### src/rtl/usb_rx_pkg.sv
// Shared USB receive-path definitions: FSM states, line codes, SYNC/stuffing constants.
// Latency: none (types and constants only).
// Backpressure: not applicable.
package usb_rx_pkg;

    typedef enum logic [1:0] {
        IDLE    = 2'd0,
        RECEIVE = 2'd1,
        ERROR   = 2'd2
    } state_t;

    // Line states as {dp, dm}
    localparam logic [1:0] LINE_J   = 2'b10;
    localparam logic [1:0] LINE_K   = 2'b01;
    localparam logic [1:0] LINE_SE0 = 2'b00;

    // Decoded SYNC history, newest bit in the MSB: seven 0s followed by a 1
    localparam logic [7:0] SYNC_PATTERN = 8'b1000_0000;

    // Consecutive 1s after which the transmitter inserts a 0
    localparam int STUFF_LIMIT = 6;

    // NRZI: no level change means a 1, a level change means a 0
    function automatic logic nrzi_bit(input logic level, input logic prev_level);
        return (level == prev_level);
    endfunction

endpackage

### src/rtl/usb_rx_decoder_if.sv
// Bundle of raw USB line inputs and decoded bit-stream outputs of the receive front end.
// Latency: none (wiring only).
// Backpressure: none; the decoded stream runs at line rate and cannot be stalled.
interface usb_rx_decoder_if;
    logic d_plus;
    logic d_minus;
    logic d_orig;
    logic bit_strobe;
    logic crc_clear;
    logic sync_found;
    logic eop;
    logic rx_active;
    logic rx_error;

    // Decoder side: consumes the line, produces the decoded stream
    modport master (
        input  d_plus, d_minus,
        output d_orig, bit_strobe, crc_clear, sync_found, eop, rx_active, rx_error
    );

    // Line driver / packet controller side
    modport slave (
        output d_plus, d_minus,
        input  d_orig, bit_strobe, crc_clear, sync_found, eop, rx_active, rx_error
    );
endinterface

### src/rtl/usb_bit_timer.sv
// Bit-clock recovery: free-running bit timer, re-zeroed on every dp transition, gives a mid-bit sample strobe.
// Latency: strobe SAMPLE_PHASE+1 clocks after the cycle a dp transition is seen.
// Backpressure: none; strobe is free running.
module usb_bit_timer #(
    parameter int CLKS_PER_BIT = 8,
    parameter int SAMPLE_PHASE = 3
) (
    input  logic clk,
    input  logic n_rst,
    input  logic dp,
    output logic sample
);
    localparam int CW = (CLKS_PER_BIT > 1) ? $clog2(CLKS_PER_BIT) : 1;

    logic [CW-1:0] cnt;
    logic          dp_q;
    logic          edge_det;

    assign edge_det = dp ^ dp_q;

    // Counter wraps once per bit time and is pulled back to zero on each line transition
    always_ff @(posedge clk or negedge n_rst) begin
        if (!n_rst) begin
            cnt  <= '0;
            dp_q <= 1'b1;
        end else begin
            dp_q <= dp;
            if (edge_det || (cnt == CW'(CLKS_PER_BIT - 1)))
                cnt <= '0;
            else
                cnt <= cnt + 1'b1;
        end
    end

    // A transition landing on the sample count restarts the bit, so it must not also be sampled
    assign sample = (cnt == CW'(SAMPLE_PHASE)) && !edge_det;

endmodule

### src/rtl/usb_rx_decoder.sv
// USB RX front end: line sync, NRZI decode, bit unstuffing, SYNC/EOP detection, decoded bit stream out.
// Latency: 2 clk synchroniser, then every decision registered 1 clk after its sample strobe.
// Backpressure: none; one bit per strobe at line rate, consumer must keep up.
module usb_rx_decoder
    import usb_rx_pkg::*;
#(
    parameter int CLKS_PER_BIT = 8,
    parameter int SAMPLE_PHASE = 3
) (
    input  logic             clk,
    input  logic             n_rst,
    usb_rx_decoder_if.master bus
);
    // [0] is the metastability stage, [1] the stable copy
    logic [1:0] dp_sync;
    logic [1:0] dm_sync;
    logic       dp;
    logic       dm;
    logic [1:0] line;
    logic       sample;

    state_t     state;
    logic       prev_level;
    logic [1:0] se0_cnt;
    logic [2:0] ones_cnt;
    logic [7:0] shift;
    logic       bit_val;
    logic [7:0] shift_next;

    logic       d_orig_q;
    logic       bit_strobe_q;
    logic       sync_q;
    logic       eop_q;
    logic       rx_active_q;
    logic       rx_error_q;

    // Two-flop synchronisers, resetting to the J idle state
    always_ff @(posedge clk or negedge n_rst) begin
        if (!n_rst) begin
            dp_sync <= 2'b11;
            dm_sync <= 2'b00;
        end else begin
            dp_sync <= {dp_sync[0], bus.d_plus};
            dm_sync <= {dm_sync[0], bus.d_minus};
        end
    end

    assign dp   = dp_sync[1];
    assign dm   = dm_sync[1];
    assign line = {dp, dm};

    usb_bit_timer #(
        .CLKS_PER_BIT (CLKS_PER_BIT),
        .SAMPLE_PHASE (SAMPLE_PHASE)
    ) u_bit_timer (
        .clk    (clk),
        .n_rst  (n_rst),
        .dp     (dp),
        .sample (sample)
    );

    assign bit_val    = nrzi_bit(dp, prev_level);
    assign shift_next = {bit_val, shift[7:1]};

    // Receive FSM; all outputs registered, pulses last one clock.
    // The SYNC history idles at all-ones so a plain J after reset or SE0 can never complete a SYNC.
    always_ff @(posedge clk or negedge n_rst) begin
        if (!n_rst) begin
            state        <= IDLE;
            prev_level   <= 1'b1;
            se0_cnt      <= 2'd0;
            ones_cnt     <= 3'd0;
            shift        <= 8'hFF;
            d_orig_q     <= 1'b1;
            bit_strobe_q <= 1'b0;
            sync_q       <= 1'b0;
            eop_q        <= 1'b0;
            rx_active_q  <= 1'b0;
            rx_error_q   <= 1'b0;
        end else begin
            bit_strobe_q <= 1'b0;
            sync_q       <= 1'b0;
            eop_q        <= 1'b0;
            if (sample) begin
                if (line == LINE_SE0) begin
                    if (se0_cnt != 2'd2)
                        se0_cnt <= se0_cnt + 2'd1;
                    // EOP is the second consecutive SE0 bit; a lone SE0 delivers nothing
                    case (state)
                        IDLE: shift <= 8'hFF;
                        RECEIVE: begin
                            if (se0_cnt != 2'd0) begin
                                eop_q       <= 1'b1;
                                rx_active_q <= 1'b0;
                                prev_level  <= 1'b1;
                                state       <= IDLE;
                            end
                        end
                        ERROR: begin
                            if (se0_cnt != 2'd0) begin
                                eop_q       <= 1'b1;
                                rx_active_q <= 1'b0;
                                state       <= IDLE;
                            end
                        end
                        default: state <= IDLE;
                    endcase
                end else begin
                    se0_cnt    <= 2'd0;
                    prev_level <= dp;
                    case (state)
                        IDLE: begin
                            if (shift_next == SYNC_PATTERN) begin
                                sync_q      <= 1'b1;
                                rx_error_q  <= 1'b0;
                                rx_active_q <= 1'b1;
                                ones_cnt    <= 3'd0;
                                shift       <= 8'hFF;
                                state       <= RECEIVE;
                            end else begin
                                shift <= shift_next;
                            end
                        end
                        RECEIVE: begin
                            if (ones_cnt == 3'(STUFF_LIMIT)) begin
                                // Bit after six 1s must be a stuffed 0; it is never delivered
                                if (bit_val) begin
                                    rx_error_q <= 1'b1;
                                    state      <= ERROR;
                                end
                                ones_cnt <= 3'd0;
                            end else begin
                                d_orig_q     <= bit_val;
                                bit_strobe_q <= 1'b1;
                                ones_cnt     <= bit_val ? (ones_cnt + 3'd1) : 3'd0;
                            end
                        end
                        ERROR: begin
                        end
                        default: state <= IDLE;
                    endcase
                end
            end
        end
    end

    assign bus.d_orig     = d_orig_q;
    assign bus.bit_strobe = bit_strobe_q;
    assign bus.crc_clear  = sync_q;
    assign bus.sync_found = sync_q;
    assign bus.eop        = eop_q;
    assign bus.rx_active  = rx_active_q;
    assign bus.rx_error   = rx_error_q;

endmodule

### src/flat_wrapper.sv
// flat-port wrapper written by rule: the top's interface ports become plain ports
module usb_rx_decoder_flat import usb_rx_pkg::*;
#(
    parameter int CLKS_PER_BIT = 8,
    parameter int SAMPLE_PHASE = 3
)
  (clk, n_rst, bus_d_plus, bus_d_minus, bus_d_orig, bus_bit_strobe, bus_crc_clear, bus_sync_found, bus_eop, bus_rx_active, bus_rx_error);
  usb_rx_decoder_if bus_i ();
  input  logic clk;
  input  logic n_rst;
  input wire logic [$bits(bus_i.d_plus)-1:0] bus_d_plus;
  input wire logic [$bits(bus_i.d_minus)-1:0] bus_d_minus;
  output wire logic [$bits(bus_i.d_orig)-1:0] bus_d_orig;
  output wire logic [$bits(bus_i.bit_strobe)-1:0] bus_bit_strobe;
  output wire logic [$bits(bus_i.crc_clear)-1:0] bus_crc_clear;
  output wire logic [$bits(bus_i.sync_found)-1:0] bus_sync_found;
  output wire logic [$bits(bus_i.eop)-1:0] bus_eop;
  output wire logic [$bits(bus_i.rx_active)-1:0] bus_rx_active;
  output wire logic [$bits(bus_i.rx_error)-1:0] bus_rx_error;
  assign bus_i.d_plus = bus_d_plus;
  assign bus_i.d_minus = bus_d_minus;
  assign bus_d_orig = bus_i.d_orig;
  assign bus_bit_strobe = bus_i.bit_strobe;
  assign bus_crc_clear = bus_i.crc_clear;
  assign bus_sync_found = bus_i.sync_found;
  assign bus_eop = bus_i.eop;
  assign bus_rx_active = bus_i.rx_active;
  assign bus_rx_error = bus_i.rx_error;
  usb_rx_decoder #(.CLKS_PER_BIT(CLKS_PER_BIT), .SAMPLE_PHASE(SAMPLE_PHASE)) u_core (.clk(clk), .n_rst(n_rst), .bus(bus_i));
endmodule
### config.mk
export PLATFORM = sky130hd
export DESIGN_NAME = usb_rx_decoder_flat
export DESIGN_NICKNAME = d
export VERILOG_FILES = /design/src/rtl/usb_rx_pkg.sv /design/src/rtl/usb_rx_decoder_if.sv /design/src/rtl/usb_bit_timer.sv /design/src/rtl/usb_rx_decoder.sv /design/src/flat_wrapper.sv
export SDC_FILE = /design/constraint.sdc
export NUM_CORES = 1
export LEC_CHECK = 0
export CORE_ASPECT_RATIO = 1.4
export CORE_MARGIN = 3
export CORE_UTILIZATION = 54
export CTS_BUF_LIST = sky130_fd_sc_hd__clkbuf_2 sky130_fd_sc_hd__clkbuf_4 sky130_fd_sc_hd__clkbuf_8
export DETAILED_ROUTE_END_ITERATION = 10
export GPL_ROUTABILITY_DRIVEN = 0
export PLACE_DENSITY = 0.8
export SYNTH_ARGS = -nofsm -noshare
export SYNTH_HDL_FRONTEND = slang
export SYNTH_HIERARCHICAL = 1
export SYNTH_SLANG_ARGS = --single-unit
### constraint.sdc
create_clock -name clk -period 5 [get_ports clk]
set_input_delay 1.5 -clock clk [delete_from_list [all_inputs] [get_ports clk]]
set_output_delay 1.5 -clock clk [all_outputs]
set_load 0.02 [all_outputs]
; ---- Yosys cells after proc, flatten, opt, wreduce, memory -nomap -nowiden
; Cells that the tools add are included.
[word_totals]
ff_bits = 30
inputBits = 4
wordCells = 101
[classes]
add_sub_neg = 3
eq_ne = 20
bitwise_logic = 3
mux = 42
n_reduce_logical = 18
[op_table]
columns = cell, count
row1 = $mux W8, 4
row2 = $mux W1, 23
row3 = $mux W2, 7
row4 = $mux W3, 4
row5 = $ne A2 B2 Y1 const B, 6
row6 = $eq A8 B8 Y1 const B, 1
row7 = $ne A2 B1 Y1 const B, 4
row8 = $reduce_and A4 Y1, 2
row9 = $reduce_bool A2 Y1, 4
row10 = $reduce_and A7 Y1, 1
row11 = $add A3 B1 Y3 const B, 2
row12 = $eq A3 B3 Y1 const B, 2
row13 = $ne A3 B1 Y1 const B, 2
row14 = $pmux W2 S3, 1
row15 = $pmux W3 S2, 1
row16 = $reduce_and A6 Y1, 1
row17 = $reduce_and A5 Y1, 1
row18 = $logic_not A2 Y1, 2
row19 = $pmux W2 S2, 1
row20 = $reduce_and A2 Y1, 2
row21 = $eq A3 B2 Y1 const B, 1
row22 = $ne A3 B3 Y1 const B, 1
row23 = $reduce_and A3 Y1, 1
row24 = $add A2 B1 Y2 const B, 1
row25 = other kinds (10), 11

; ---- Logic depth before layout (Yosys ltp)
; Gate-level depths: netlist (run 1).
[logic_depth]
depth_word = 6
ltp_mapped = 9

; ---- By module
; The synthesis (run 1) kept the hierarchy.
[modules_own_cells]
columns = mod, cells_each, instances, area_per_inst_um2
row1 = usb_rx_decoder, 116, 1, 1290.0
row2 = usb_bit_timer, 14, 1, 181.4

; ---- Worst setup path before layout (run 1)
; OpenSTA, ideal clock, no wires.
[synth_timing]
path_kind = register to output
from = register u_core.sync_q, in the netlist u_core/bus.crc_clear
to = output port bus_sync_found
slack_ps = 2887
path_stages_with_launch = 2
n_path_buf = 1
t_arrival_ps = 613
path_cell_list = dfrtp_1 -> buf_4
[synth_lines]
columns = item, line_no
row1 = start: declaration, usb_rx_decoder.sv:32  ; logic sync_q;
row2 = start signal: assignment, usb_rx_decoder.sv:76  ; sync_q <= 1'b0;
row3 = start signal: assignment, usb_rx_decoder.sv:82  ; sync_q <= 1'b0;
row4 = start signal: assignment, usb_rx_decoder.sv:114  ; sync_q <= 1'b1;
row5 = end: declaration, flat_wrapper.sv:16  ; output wire logic [$bits(bus_i.sync_found)-1:0] bus_sync_found;
; No word-level cell between the ends.

; ---- Worst setup path after layout (run 1)
[layout_timing]
from = register u_core.d_orig_q, in the netlist u_core/bus.d_orig
to = output port bus_d_orig
[layout_lines]
columns = item, line_no
row1 = start: declaration, usb_rx_decoder.sv:30  ; logic d_orig_q;
row2 = start signal: assignment, usb_rx_decoder.sv:133  ; d_orig_q <= bit_val;
row3 = end: declaration, flat_wrapper.sv:13  ; output wire logic [$bits(bus_i.d_orig)-1:0] bus_d_orig;
; No word-level cell between the ends.

==> results.toml, run 1 <==
[drt]
drtAntennaViolNets = 0
drc = 0
drt-pass1-iter-count = 4
via_per_inst = 5.67
wire_per_inst_um = 13.9
first_iter_violations = 19
drt-total-wl_um = 2450
via_count = 998

[clock_network]
clk_latency_ns = 0.33
cts_sinks = 29
cts-root-buf = "clkbuf_4"
clockBufferDepth = 2
cts_resized = 0
holdBufCountCts = 0
post_cts_buffers = 0
path_clk_slew_ns = 0.08
cts_tree = "built"
numCtsBuffers = 5
htreeDepth = 2

[global_route]
grt_pass1_wl_um = 4130
gr-total-overflow = 0
antenna_found_initial = 0
grt_max_degree = 26
grt_usage = 0.169
grt_pass1_vias = 996

[layout]
drive_above_1_share = 0.225
syn2layout_area_growth_pct = 12.5
fin_nets = 155
n_antenna_cell = 0
num-fill-cells = 185
fin_area_sq_um = 1660

[synthesis]
yosys_warnings = 6
synth_xor_area_frac = 0.0179
synth_compound_area_frac = 0.167
ys_ff_latch = 29
synth_edf_count = 0
synth_top_cell_by_area = "dfrtp_1"
synth_area_leaders = "dfrtp_1 29%, dfstp_2 21%, ha_1 8.5%"
muxShareOfSynthArea = 0.0230
yosysTopAreaCellShare = 0.289
synthCells = 130
synthAdderAreaFrac = 0.0850
synthesis.nets = 144
yosysSeqAreaShare = 0.503
ys_types = 47
avgSynthCellArea_sq_um = 11.3
synth-async-reset-ratio = 1.00
netlist_area_sq_um = 1470
synthSimpleGateAreaFrac = 0.136
synth_top_family_by_area = "compound AO/OA/AOI/OAI gates"
synth_most_common_cell = "dfrtp_1"
yosys-top-cells-count = "17 x dfrtp_1, 12 x dfstp_2, 12 x inv_1"
synth_top_flop_cell = "dfrtp_1"

[place]
dpl.hpwl_um = 1830
placed_cell_area_sq_um = 1570
io_buffers = 10

[hold_path]
holdCritStartpoint = "u_core/dp_sync[0]"
whs_path_depth = 0
min_path_type = "reg -> reg"
hold_end = "u_core/dp_sync[1]"

[pwr]
power_density_nw_per_um2 = 477
power_uw = 789
intPower_uw = 538
leakage_uw = 0.000721
sw_frac_of_total = 0.318
power_frac_seq = 0.467
clkPwrFrac = 0.253
ir_drop_v = 0.000286
combPwrFrac = 0.280
power.switching_uw = 251

[sta]
hold_ws_ns = 0.358
slew_viol_final = 0
hold_viol = 0
period_needed_ns = 2.96
finalSetupViolations = 0
finClkSkew_ns = 0.0127
rsz0062_at_grt = "false"
slew-limit-headroom = 0.293
tightest_slew_ns = 1.06
fin_crit_sh = 0.591
fmax_mhz = 338
fin_tns_setup_ns = 0

[setup_path]
cp_top_family = "buffers and inverters"
r2r_slack_ns = 2.30
cp.arrival_ns = 1.46
cp_slowest_cell = "clkdlybuf4s50_1"
crit_chain = "clkdlybuf4s50_1"
r2r-start = "u_core/dp_sync[1]"
worstRegToRegCells = 6
start_kind = "flop"
worstSetupPathType = "reg -> out"
crit_path_max_incr_delay_ns = 0.60
worst-path-max-fanout = 2
path_buf_inv = 1
crit_required_ns = 3.50
end_kind = "output port"
rr_endpoint = "u_core/ones_cnt[1]"
cp-startpoint = "u_core/bus.d_orig"

[floorplan]
dieArea_sq_um = 3400
die_x_um = 50.1
core-area_sq_um = 2500
ios = 11
initial_core_util = 0.589
row_count = 21
die_h_um = 67.8

[status]
outcome = "finished clean"

[run]
max_cap_viol_count = 0
[layer usage]
layer / up-vias / wire, um / global-route usage
met3: 9 / 116 / 0.0706
met5: - / 0 / 0
met1: 481 / 951 / 0.152
met4: 0 / 70 / 0.111
li1: 487 / - / -
met2: 21 / 1310 / 0.306
[placed cells by master, fill, tap and decap left out, drive strengths merged, types with 2 or more instances in the layout]
cell            n
a211o           3
a21boi          2
a21oi           4
and2            2
and3            2
clkbuf          6
clkdlybuf4s50  10
dfrtp          17
dfstp          12
ha             10
inv            12
mux2            3
nand2           6
nand3           5
nor2            3
nor3            4
nor3b           3
nor4            2
o21ai           9
o22a            6
or4b            2
xor2            2
[power by group through the flow]
| stage | Clock [uW] | Combinational, uW | Sequential (uW) |
|---|---|---|---|
| floorplan | 0 | 177 | 359 |
| global placement | 0 | 211 | 366 |
| detailed placement | 0 | 220 | 373 |
| CTS | 206 | 223 | 368 |
| global route | 220 | 243 | 378 |
| finish | 199 | 221 | 368 |
[how the worst max path moves through the flow]
| stage | slack [ns] | to | cells after the start |
|---|---|---|---|
| floorplan | 2.89 | bus_sync_found | 1 |
| global placement | 2.12 | u_core/shift[3] | 2 |
| detailed placement | 2.10 | u_core/shift[4] | 2 |
| CTS | 2.02 | bus_d_orig | 1 |
| global route | 1.99 | bus_d_orig | 1 |
| finish | 2.04 | bus_d_orig | 1 |
[final cells by class]
class                           instances  area [sq um]  area share
Sequential cell                        29           741       0.447
Clock inverter                          2          37.5      0.0227
Inverter                               12          45.0      0.0272
Multi-Input combinational cell         82           631       0.381
Clock buffer                            6          51.3      0.0310
Tap cell                               34          42.5      0.0257
Timing Repair Buffer                   11           108      0.0650
[per-stage QoR]
stage	utilization	std cells	worst slack, ns
2_1_floorplan	-	130	2.89
3_3_place_gp	0.628	168	2.12
3_5_place_dp	0.628	168	2.10
4_1_cts	0.663	176	2.02
5_1_grt	0.663	176	1.99
6_report	0.663	176	2.04
[registers in the layout, indices dropped and copies added (netlist names), 2 cells and up]
signal and flops:
u_core/ones_cnt 3, u_core/state 2, u_core/u_bit_timer/cnt 3, u_core/se0_cnt 2, u_core/dm_sync 2, u_core/shift 7
u_core/dp_sync 2
[kinds of logic (layout without fill, tap and decap cells)]
family / count (synthesis) / count (layout)
AND/OR/NAND/NOR: 32 / 32
buffers and inverters: 19 / 31
multiplexers: 3 / 3
XOR/XNOR: 3 / 3
AO/OA/AOI/OAI: 34 / 34
adder cells (fa/ha/maj): 10 / 10
flip-flops: 29 / 29
(Power assumes the default switching activity.)
==> run 2: changes to the inputs <==
==> constraint.sdc (replaced) <==
create_clock -name clk -period 3.1 [get_ports clk]
set_input_delay 0.93 -clock clk [delete_from_list [all_inputs] [get_ports clk]]
set_output_delay 0.93 -clock clk [all_outputs]
set_load 0.02 [all_outputs]
==> results.toml, run 2 (same netlist as run 1, synthesis figures left out) <==
[status]
outcome = "finished clean"

[clock_network]
post_cts_buffers = 0
cts_sinks = 29
cts-root-buf = "clkbuf_4"
holdBufCountCts = 0
cts_resized = 0
numCtsBuffers = 5
path_clk_slew_ns = 0.08
cts_tree = "built"
clk_latency_ns = 0.33
htreeDepth = 2
clockBufferDepth = 2

[setup_path]
cp_slowest_cell = "clkdlybuf4s50_1"
rr_endpoint = "u_core/ones_cnt[1]"
start_kind = "flop"
end_kind = "output port"
cp-startpoint = "u_core/bus.d_orig"
worst-path-stages = 1
cp.arrival_ns = 1.46
crit_required_ns = 2.17
r2r_slack_ns = 0.88
worstSetupPathType = "reg -> out"
r2r-start = "u_core/dp_sync[1]"
crit_path_max_incr_delay_ns = 0.60
worstRegToRegCells = 6
worst-path-max-fanout = 2
crit_chain = "clkdlybuf4s50_1"
path_buf_inv = 1
cp-endpoint = "bus_d_orig"
cp_top_family = "buffers and inverters"

[pwr]
clkPwrFrac = 0.210
sw_frac_of_total = 0.332
intPower_uw = 809
combPwrFrac = 0.300
power.switching_uw = 403
power_frac_seq = 0.490
power_density_nw_per_um2 = 737
ir_drop_v = 0.000482
leakage_uw = 0.000723

[sta]
finalSetupViolations = 0
hold_viol = 0
finClkSkew_ns = 0.0106
slew_viol_final = 0
tightest_slew_ns = 0.436
fin_crit_sh = 0.771
fin_tns_setup_ns = 0
slew-limit-headroom = 0.707
rsz0062_at_grt = "false"
postLayoutSetupSlackWorst_ns = 0.711
fmax_mhz = 419
period_needed_ns = 2.39

[floorplan]
ios = 11
row_count = 21
die_h_um = 67.8
initial_core_util = 0.589
dieArea_sq_um = 3400
die_x_um = 50.1
core-area_sq_um = 2500

[layout]
fin_nets = 156
n_antenna_cell = 0
largest_register_ffs = 7
final_common_cell = "dfrtp_1"
syn2layout_area_growth_pct = 11.7
regMostFlops = "u_core/shift"
drive_above_1_share = 0.231
reg.largest.list = "u_core/shift x7, u_core/ones_cnt x3, u_core/u_bit_timer/cnt x3"
mostFrequentLayoutCells = "17 x dfrtp_1, 12 x inv_1, 12 x dfstp_2"

[drt]
drtAntennaViolNets = 0
drt-total-wl_um = 2690
first_iter_violations = 45
drt-pass1-iter-count = 4
drc = 0
via_count = 1006
via_per_inst = 5.68
wire_per_inst_um = 15.2

[global_route]
met2_usage = 0.332
grt_pass1_wl_um = 4640
grt_pass1_vias = 1020
grt_util_met3 = 0.0640
grt_max_degree = 30
antenna_found_initial = 0
gr-total-overflow = 0
grt.busiest_layer = "met2"
grt_usage = 0.190
grtUsageMet1 = 0.192

[hold_path]
min_path_type = "reg -> reg"

[place]
dpl.hpwl_um = 2030
dp_slack_ns = 0.890
io_buffers = 10

[run]
max_cap_viol_count = 0
==> run 2: changes by cell type in the layout (fill, tap and decap cells not counted) <==
cell and change:
bufinv_16 -1, clkbuf_8 +1, buf_4 +1, clkinvlp_4 -1, clkinv_2 +1
==> run 2: how the worst min path moves through the flow <==
stage	from	end	slack [ns]	depth (start not counted)
detailed placement	u_core/dm_sync[0]	u_core/dm_sync[1]	0.35	0
CTS	u_core/dp_sync[0]	u_core/dp_sync[1]	0.37	0
finish	u_core/dp_sync[0]	u_core/dp_sync[1]	0.36	0
floorplan	u_core/dm_sync[0]	u_core/dm_sync[1]	0.33	0
global route	u_core/dp_sync[0]	u_core/dp_sync[1]	0.37	0
global placement	u_core/dm_sync[0]	u_core/dm_sync[1]	0.34	0
==> run 2: worst register-to-register path: cells and delay by family (launching register included) <==
kind,cells,cell delay (ns)
AO/OA/AOI/OAI,1,0.26
AND/OR/NAND/NOR,3,0.71
XOR/XNOR,1,0.16
flip-flops,1,0.65
multiplexers,1,0.34
==> run 2: area by class of cell <==
type / instances / area (sq um)
fill: 199 / 852
clock inverter: 1 / 5.00
sequential: 29 / 741
tap: 34 / 42.5
inverter: 12 / 45.0
multi-input combinational: 82 / 631
clock buffer: 7 / 65.1
timing repair buffer: 12 / 115
==> run 2: layer usage <==
| metal | part of all wire | wire length [um] | up-vias |
|---|---|---|---|
| li1 | - | - | 487 |
| met1 | 0.38 | 1030 | 478 |
| met2 | 0.54 | 1440 | 31 |
| met3 | 0.046 | 124 | 10 |
| met4 | 0.035 | 94 | 0 |
| met5 | 0 | 0 | - |
==> run 2: power by group through the flow <==
| stage | clock network (uW) | registers [uW] | logic (uW) |
|---|---|---|---|
| final | 255 | 594 | 364 |
| after global routing | 283 | 608 | 407 |
| after CTS | 261 | 593 | 362 |
| after detailed placement | 0 | 600 | 359 |
| after global placement | 0 | 594 | 347 |
| after floorplan | 0 | 579 | 286 |
==> run 2: metrics by stage <==
step | cell area (sq um) | total power [uW] | hold slack, ns | cells | util
3_5_place_dp | 1570 | 959 | 0.352 | 169 | 0.631
5_1_grt | 1640 | 1300 | 0.370 | 177 | 0.659
3_3_place_gp | 1570 | 941 | 0.336 | 169 | 0.631
2_1_floorplan | 1470 | 865 | 0.331 | 130 | -
6_report | 1640 | 1210 | 0.363 | 177 | 0.659
4_1_cts | 1640 | 1220 | 0.366 | 177 | 0.659
==> variant 1, RTL diff (flow settings as in run 2) <==
Set the package constant `STUFF_LIMIT` to 3 (it was 6).
--- a/src/rtl/usb_rx_pkg.sv
+++ b/src/rtl/usb_rx_pkg.sv
@@ -19,5 +19,5 @@
 
     // Consecutive 1s after which the transmitter inserts a 0
-    localparam int STUFF_LIMIT = 6;
+    localparam int STUFF_LIMIT = 3;
 
     // NRZI: no level change means a 1, a level change means a 0
Function: same outputs for any inputs over 10 cycles, from zero or initial values and one cycle with n_rst low; that may be too few to reach the edited logic, so the function may still have changed.
==> variant 1 against run 2 <==
  * Area after synthesis decreased by 8.0%
  * Design area shrank 6.0%
  * Sequential cell count is the same
  * Routed wire length down 16%
  * Worst setup slack better by 8.5 ps
  * Count of clock-buffer cells in the layout shrank 1
  * Core utilization grew 2.0 points
  * Power shrank 17%
  * Clock power fell by 14%
  * Sequential share of layout area rose by 2.9 points
  * Critical path depth unchanged
  * Critical endpoint unchanged
  * Global-route usage is 2.4 points lower
  * Cell count fell by 8.5%
==> variant 1: results (changes against run 2) <==
- Cts bufs inserted: 5 (unchanged)
- Initial DRC count: 15 (-67%)
- Post-synth ARST share: 1.000 (unchanged)
- Placed standard-cell area: 1490 sq um (-5.3%)
- Pleak: 0.6493 nW (-10%)
- Slew margin rel.: 0.7347 (+0.02755)
- Layout net count: 142 (-9.0%)
- GRT Util Overall: 0.1663 (-0.02414)
- Post-Syn Instances: 112 (-14%)
- Peak supply drop: 425.3 uV (-12%)
- Detailed Place HPWL: 1692 microns (-17%)
- Commonest cells post-synth: 17 x dfrtp_1, 12 x dfstp_2, 11 x inv_1, 10 x ha_1, 7 x nand2_1
- Count of cell types in the netlist: 38 (-19%)
- Synth top area cells: dfrtp_1 31%, dfstp_2 23%, ha_1 9.2%
- Layout cell share with drive strength beyond 1: 0.2481 (+0.01729)
- Worst-path clk slew: 80 ps (about the same)
- Worst hold path type: reg -> reg
- Antenna violations before repair: 0 (unchanged)
- Arrival time at the worst endpoint: about 1500 ps
- Vias/cell: 5.469 (-3.8%)
- First-pass GRT wire length: 3836 microns (-17%)
- Worst path max stage delay: around 600 ps
- Max Buffers Root-to-Sink: 2 (unchanged)
- Final WL: 2268 microns (-16%)
- CTS Root Buffer Type: clkbuf_4
- Synth Net Count: 126 (-13%)
- Post-Layout Cell Count: 162 (-8.5%)
- # fillers: 174 (-13%)
- Vias in the first global route: 892 (-13%)
- Area Growth Syn to Fin: 14.14%
- Worst Clk Skew: 5.827 ps (-4.726 ps)
- Worst slack, placed: 1011 ps (+121.3 ps)
- Sequential share of the synthesized area: 0.5471 (+0.04373)
- Placed Cells incl. Taps: 154 (-8.9%)
- Status: finished, final reports clean
- Post-CTS setup buffer count: 0 (unchanged)
==> variant 1: cell count changes after synthesis, moves of 3 or more <==
| cell | change |
|---|---|
| o21ai_0 | -6 |
| nor2_1 | +4 |
| nand3_1 | -4 |
| a211o_1 | -3 |
==> variant 1: kinds of logic after synthesis <==
kind of cell             synth area share
buffers and inverters             0.03974
flip-flops                         0.5471
XOR/XNOR                          0.01849
adder cells (fa/ha/maj)           0.09242
multiplexers                      0.03235
AO/OA/AOI/OAI                      0.1433
AND/OR/NAND/NOR                    0.1266
==> variant 1: layer usage <==
metal | routed length [microns] | share of wire | global-route usage
met1 | 944 | 0.42 | 0.1597
met2 | 1170 | 0.52 | 0.2983
met3 | 93 | 0.041 | 0.06122
met4 | 58 | 0.026 | 0.1068
met5 | 0 | 0 | 0
==> variant 1: area by class of cell <==
cell class | instances | share of cell area
Clock buffer | 6 | 0.02915
Clock inverter | 2 | 0.006478
Inverter | 11 | 0.02672
Multi-Input combinational cell | 70 | 0.3619
Sequential cell | 29 | 0.4794
Tap cell | 33 | 0.02672
Timing Repair Buffer | 11 | 0.06964
==> variant 1: path summary, 6_finish.rpt <==
path | start | to | slack (ps) | cells after the start
max reg2reg | u_core/dp_sync[1] | u_core/ones_cnt[2] | 980 | 5
min in group asynchronous | n_rst | u_core/bus.rx_active | 970 | 2
max in group asynchronous | n_rst | u_core/dp_sync[1] | 1830 | 2
min | u_core/dp_sync[0] | u_core/dp_sync[1] | 360 | 0
min reg2reg | u_core/dp_sync[0] | u_core/dp_sync[1] | 360 | 0
max | u_core/bus.d_orig | bus_d_orig | 720 | 1
==> variant 1: where the power goes <==
part	switching, W	total [W]	internal [W]
Sequential	0.0000722	0.000568	0.000495
Clock	0.000124	0.000219	0.0000948
Combinational	0.000105	0.000220	0.000116
Total	0.000301	0.00101	0.000706
==> variant 2, RTL diff (config.mk and constraints of run 2) <==
Made on the original files. Make the reset (`n_rst`) synchronous in 3 clocked blocks.
--- a/src/rtl/usb_bit_timer.sv
+++ b/src/rtl/usb_bit_timer.sv
@@ -20,5 +20,5 @@
 
     // Counter wraps once per bit time and is pulled back to zero on each line transition
-    always_ff @(posedge clk or negedge n_rst) begin
+    always_ff @(posedge clk) begin
         if (!n_rst) begin
             cnt  <= '0;
--- a/src/rtl/usb_rx_decoder.sv
+++ b/src/rtl/usb_rx_decoder.sv
@@ -36,5 +36,5 @@
 
     // Two-flop synchronisers, resetting to the J idle state
-    always_ff @(posedge clk or negedge n_rst) begin
+    always_ff @(posedge clk) begin
         if (!n_rst) begin
             dp_sync <= 2'b11;
@@ -65,5 +65,5 @@
     // Receive FSM; all outputs registered, pulses last one clock.
     // The SYNC history idles at all-ones so a plain J after reset or SE0 can never complete a SYNC.
-    always_ff @(posedge clk or negedge n_rst) begin
+    always_ff @(posedge clk) begin
         if (!n_rst) begin
             state        <= IDLE;
Check against the original RTL: no difference found for any inputs over 10 cycles, from zero or initial values and one cycle with n_rst low; that may be too few to reach the edited logic, so the function may still have changed.
==> variant 2 against run 2 <==
  * Maximum frequency is 2.3% higher
  * Count of clock-buffer cells in the layout stayed put
  * Routed wire length is 8.1% lower
  * Design area is 5.3% lower
  * Area after synthesis is 7.3% lower
  * Sequential cell count stayed put
  * Worst setup slack better by 54 ps
  * Critical endpoint is now u_core/state[1]
Power is not compared: it rests on default switching activity, and its combinational part moved more than twofold at a synthesized area within 25%.
==> variant 2: results (changes against run 2) <==
- Status: finished, final reports clean
- Req. time, crit path: 3300 ps (+1130 ps)
- Fmax: 0.4282 GHz (+2.3%)
- Fin Hold WS: 421.1 ps (+58.32 ps)
- Synth top area cells: dfxtp_1 43%, ha_1 9.2%, nand2_1 4.1%
- Commonest cells post-synth: 29 x dfxtp_1, 15 x nand2_1, 11 x inv_1, 10 x ha_1
- Layout net count: 173 (+11%)
- Initial DRC count: 31 (-31%)
- R2r worst-path depth: 7 (+1)
- Setup crit end kind: register
- WL/cell: 12.82 microns (-16%)
- Worst-path fanout max: 11 (+9)
- Worst setup startpoint: u_core/dp_sync[1]
- Worst Hold Depth: 1 (+1)
- Prevailing post-synth register cell: dfxtp_1
- Synth Net Count: 160 (+11%)
- Worst path max stage delay: 540 ps (-60 ps)
- Critical path's top delay family: compound AO/OA/AOI/OAI gates
- Worst hold start: u_core/dp_sync[0]
- Synth Area per Inst: 9.341 sq um (-17%)
- Vias in the first global route: 1057 (+3.6%)
- Worst Clk Skew: 10.17 ps (-0.3817 ps)
- Count of cell types in the netlist: 38 (-19%)
- Critical R2R Capture: u_core/state[1]
- Post-synth ARST share: 0 (-1.000)
- Pin count of the biggest net entering global routing: 21 (-30%)
- Placed Cells incl. Taps: 185 (+9.5%)
- Placed standard-cell area: 1486 sq um (-5.6%)
- Worst setup path end: u_core/state[1]
- Crit-path slowest cell: dfxtp_1
## variant 2: cell count changes after synthesis, sizes merged, moves of 4 or more
cell	change
nand2	+9
dfstp	-12
o22a	-6
nor2	+4
dfrtp	-17
dfxtp	+29
o22ai	+6
## variant 2: cell type report
class,instances,area [sq um],share of cell area
sequential,29,580.6,0.3730
clock buffer,7,65.06,0.04180
clock inverter,1,5.005,0.003215
tap,33,41.29,0.02653
timing repair buffer,12,115.1,0.07395
multi-input combinational,100,708.2,0.4550
inverter,11,41.29,0.02653
## variant 2: cell families after synthesis
group                      count (synthesis)  share of synthesized area
muxes                                      2                    0.01468
DFF                                       29                     0.4257
buffers and inverters                     17                    0.05504
xor gates and xnor gates                   3                    0.02478
adders and majority gates                 10                    0.09174
AOI/OAI and AO/OA                         30                     0.1633
and+or+nand+nor                           55                     0.2248
## variant 2: per-layer routing
metal,vias up,GRT usage,share of wire
li1,545,-,-
met3,2,0.06122,0.031
met5,-,0,0
met4,0,0.05694,0.011
met1,497,0.1997,0.44
met2,22,0.3293,0.52
